--- config.mk ---
export PLATFORM = sky130hd
export DESIGN_NAME = tdm_demux_8ch
export DESIGN_NICKNAME = d
export VERILOG_FILES = /design/src/rtl/tdm_demux_8ch.sv
export SDC_FILE = /design/constraint.sdc
export NUM_CORES = 1
export LEC_CHECK = 0
export ABC_AREA = 1
export BUFFER_PORTS_ARGS = -buffer_cell sky130_fd_sc_hd__buf_2
export CORE_MARGIN = 5
export CORE_UTILIZATION = 40
export DETAILED_ROUTE_END_ITERATION = 10
export GPL_TIMING_DRIVEN = 0
export PLACE_DENSITY = 0.67
export SLEW_MARGIN = 20
export SYNTH_ARGS = -nofsm -noshare
export SYNTH_HDL_FRONTEND = slang
export SYNTH_SLANG_ARGS = --single-unit
--- constraint.sdc ---
create_clock -name clk -period 1.5 [get_ports clk]
set_input_delay 0.225 -clock clk [delete_from_list [all_inputs] [get_ports clk]]
set_output_delay 0.225 -clock clk [all_outputs]
set_load 0.02 [all_outputs]
--- src/rtl/tdm_demux_8ch.sv ---
// Receive end of an 8:1 TDM link: rebuilds 8-bit frames from a slot-ordered serial stream.
// Optional macro STRICT_SYNC_EN: require frame_sync on every slot-0 bit while receiving.
module tdm_demux_8ch #(
  parameter int IDLE_TIMEOUT = 16
) (
  input  logic       clk,
  input  logic       rst_n,
  input  logic       din,
  input  logic       din_valid,
  input  logic       frame_sync,
  output logic [7:0] dout,
  output logic       dout_valid,
  output logic [2:0] slot,
  output logic       frame_err
);

  typedef enum logic {HUNT, RECEIVE} state_t;

  state_t     state, state_n;
  logic [7:0] partial, partial_n;
  logic [7:0] dout_n;
  logic [2:0] slot_n;
  logic       dv_n, err_n;
  logic [7:0] idle_cnt, idle_n;
  logic       timeout_hit;

  // The idle cycle being sampled now is the (idle_cnt+1)-th in a row.
  assign timeout_hit = (IDLE_TIMEOUT != 0) && ((int'(idle_cnt) + 1) == IDLE_TIMEOUT);

  always_comb begin
    state_n   = state;
    partial_n = partial;
    slot_n    = slot;
    dout_n    = dout;
    dv_n      = 1'b0;
    err_n     = 1'b0;
    idle_n    = idle_cnt;
    case (state)
      HUNT: begin
        idle_n = '0;
        if (din_valid && frame_sync) begin
          partial_n = {7'd0, din};
          slot_n    = 3'd1;
          state_n   = RECEIVE;
        end
      end
      RECEIVE: begin
        if (!din_valid) begin
          if (timeout_hit) begin
            state_n   = HUNT;
            slot_n    = '0;
            partial_n = '0;
            idle_n    = '0;
          end else if (idle_cnt != 8'hFF) begin
            idle_n = idle_cnt + 8'd1;
          end
        end else begin
          idle_n = '0;
          if (frame_sync) begin
            // Marker always restarts the frame; off-slot markers also flag an error.
            err_n     = (slot != 3'd0);
            partial_n = {7'd0, din};
            slot_n    = 3'd1;
          end
`ifdef STRICT_SYNC_EN
          else if (slot == 3'd0) begin
            err_n     = 1'b1;
            partial_n = '0;
            state_n   = HUNT;
          end
`endif
          else begin
            partial_n[slot] = din;
            slot_n          = slot + 3'd1;
            if (slot == 3'd7) begin
              dout_n = {din, partial[6:0]};
              dv_n   = 1'b1;
            end
          end
        end
      end
      default: state_n = HUNT;
    endcase
  end

  always_ff @(posedge clk) begin
    if (!rst_n) begin
      state      <= HUNT;
      partial    <= '0;
      slot       <= '0;
      dout       <= '0;
      dout_valid <= 1'b0;
      frame_err  <= 1'b0;
      idle_cnt   <= '0;
    end else begin
      state      <= state_n;
      partial    <= partial_n;
      slot       <= slot_n;
      dout       <= dout_n;
      dout_valid <= dv_n;
      frame_err  <= err_n;
      idle_cnt   <= idle_n;
    end
  end

endmodule

==> impl_results.md <==
* Fillers at 345
* Hold Crit Class: in2reg
* Port-buffer cells at 17
* Site Rows at 21
* Initial Utilization at 0.4193
* Syn Std Cell Area at 1410 um^2
* Clock Tree Buf Depth at 2
* Design Area, Final at 1892 um^2
* Power per cell area at 909.7 nW/um^2
* Leakage at 0.7805 nW
* Hold buffer count at cts at 0
* Area Overhead vs Synth at 34.16%
* Final Power at 1.721 mW
* GR Overflow Total at 0
* Yosys top cell by area: dfxtp_1
* Placed Instance Area at 1558 um^2
* Kind of start point of the critical path: flip-flop
* CTS tree: done
* Routed len/inst at 11.33 um
* # clock sinks at 29
* Top Layer Used: met4
* Final net count at 240
* Setup violations, final at 14
* CP startpoint: idle_cnt[1]$_SDFFE_PN0P_
* GP Congestion at 0.8361
* Synth warnings at 0
* Final hold violation count at 0
* R2R Path End: slot[0]$_SDFFE_PN0P_
* Share of cells above drive strength 1 at 0.3793
* Final non-filler cell total at 278
* Max-cap violations at 0
* Peak Freq at 623.4 MHz
* Worst slew margin at 0.6135
* Worst setup margin at -0.1042 ns
* Clock transition at the registers of the reported paths at 0.09 ns
* Post-DRT Antenna Nets at 0
* Vias at 1353
* Vias in the first global route at 1237
* Number of CTS-inserted buffers at 5
* Top-area cell type share of the netlist area at 0.4117
* Detailed Place HPWL at 2111 um
* Diode count at 0
* Chip Height at 69.38 um
* Core area at 3363 um^2
* Global-route wire length before repair at 5485 um
* Failing checks: setup timing
* Crit end category: flip-flop
* Ports at 18
* Flops & latches, synth at 29
* Final Util at 0.5625
* H-Tree Depth at 2
* Largest net degree at the start of global routing at 11
* Placed insts at 259
* Slew Limit Fails at 0
* Cell variety after synth at 25
* Mapped Nets at 205
* Via-to-Cell Ratio at 4.867
* Critical Path RT at 1.72 ns
* Setup CP Type: reg2reg
* Routed length on met3 at 207 um
* Multi-input logic area at 879.6 um^2
* Crit path to: slot[0]$_SDFFE_PN0P_
* Post-route minimum period at 1.604 ns
* R2R depth at 12
* Clk root buf: clkbuf_4
* GRT Util Overall at 0.1397
* Final wirelength at 3149 um
* DR iter-0 viols at 39
* Initial antenna violation count at 0
* DR WL met2 at 1363 um
* M1 WL at 1527 um
* Die X at 69.38 um
* Flop2flop setup slack at -0.10 ns
* Reg area at 594.3 um^2
* Run status: finished, violations left
* TritonRoute pass-1 iters at 5
* Most frequent cells in the layout: nand2_1 (35), dfxtp_1 (22), nor2_1 (19), inv_1 (18), buf_2 (17)
* Main area contributors after synthesis: dfxtp_1 (41%), nand2_1 (12%), inv_1 (5.9%), a21oi_1 (5.7%), nor2_1 (5.6%)
* Maximum vdd drop at 0.4697 mV
* Worst Max-Slew Pin Slew at 0.5797 ns
* Final Skew at 0.002638 ns
* Hold Worst Slack at 0.1446 ns
* Syn_area_per_cell at 7.194 um^2
* Full die area at 4813 um^2
* Worst R2R Start: idle_cnt[1]$_SDFFE_PN0P_
* Crit-path max FO at 5
* Worst-Skew Late Latency at 0.32 ns
* Final critical-path share of the clock period at 1.069
* Post-synthesis sequential area ratio at 0.4117
* DRC at 0
* Most common cell after layout, fill and taps aside: nand2_1
* RSZ-0062 raised after global routing: true
* Worst Path Arrival at 1.83 ns
* Synthesized instance count at 196
[cell families after synthesis]
logic type	synth area share
DFF	0.4117
buffers and inverters	0.06921
and+or+nand+nor	0.3558
adders and majority gates	0.03549
xor gates and xnor gates	0.006212
AOI/OAI and AO/OA	0.1216
[repair_timing]
| item | CTS | global route |
|---|---|---|
| gates cloned | 1 | 0 |
| endpoints found under the setup margin | 13 | 23 |
| resized for setup | 15 | 28 |
| pin swaps | 2 | 14 |
| buffers inserted | 4 | 6 |
[layer usage]
metal  vias up  GRT usage
li1        716          -
met4         0    0.04555
met3         5    0.05652
met5         -          0
met2        37     0.2161
met1       595     0.1761
[cells in the mapped netlist]
master     instances
xnor2_1            1
nor3_1             6
nand3b_1           1
nand2_1           44
o21ai_0            9
inv_1             22
dfxtp_1           29
nand3_1           12
clkbuf_4           1
nand2_4            1
a2111oi_0          3
nand4_1            4
clkbuf_1           2
ha_1               4
or2_2              6
nor2_1            21
o211ai_1           1
o21bai_1           1
nor2_4             1
nand3_2            3
a21oi_1           16
and3_2             1
nor2_2             2
nand2_2            4
o21ai_1            1
[critical path, stage by stage, from the launching register on]
cell and delay, ns:
dfxtp_4 0.38, ha_4 0.17, nand3_4 0.08, nand2_2 0.08, nand2_1 0.05, nor2_1 0.08
nand2_1 0.06, nor2_2 0.15, nand2_4 0.12, nand2_8 0.11, nand2_4 0.07, o21ai_2 0.10
nor2_1 0.05
[where the power goes]
| group | leakage [nW] | internal [mW] | total [mW] | switching (mW) |
|---|---|---|---|---|
| clock network | 0.0552 | 0.516 | 0.792 | 0.276 |
| registers | 0.238 | 0.777 | 0.787 | 0.0105 |
| logic | 0.487 | 0.0517 | 0.141 | 0.0898 |
| total | 0.780 | 1.34 | 1.72 | 0.377 |
[state kept, by name, indices dropped and copies added, names as in the netlist]
name / count
frame_err: 1
partial: 7
state: 1
idle_cnt: 8
dout_valid: 1
slot: 3
dout: 8
[area by class of cell]
cell class              instances  area share
repair buffers                 27     0.08466
plain buffers                   3    0.007937
well taps                      46     0.03042
flip-flops and latches         29      0.3142
clock buffers                   5     0.01984
multi-input cells             143      0.4649
clock inverters                 3     0.03439
inverters                      22     0.04365
[worst min-delay path by stage]
stage | start | to | slack (ns) | cells after the start
detailed placement | partial[6]$_SDFFE_PN0P_ | partial[6]$_SDFFE_PN0P_ | 0.45 | 2
finish | din | dout[7]$_SDFFE_PN0P_ | 0.14 | 3
floorplan | din_valid | idle_cnt[2]$_SDFFE_PN0P_ | 0.31 | 1
CTS | din | dout[7]$_SDFFE_PN0P_ | 0.12 | 3
global placement | partial[6]$_SDFFE_PN0P_ | partial[6]$_SDFFE_PN0P_ | 0.45 | 2
global route | din | dout[7]$_SDFFE_PN0P_ | 0.16 | 3
[per-stage QoR]
stage | worst slack, ns | TNS, ns
after CTS | -0.04785 | -0.3254
after floorplan | 0.01409 | 0
after global placement | -0.1545 | -1.441
after detailed placement | -0.1477 | -1.507
final | -0.1042 | -1.070
after global routing | -0.2089 | -2.579
(Power assumes the default switching activity.)
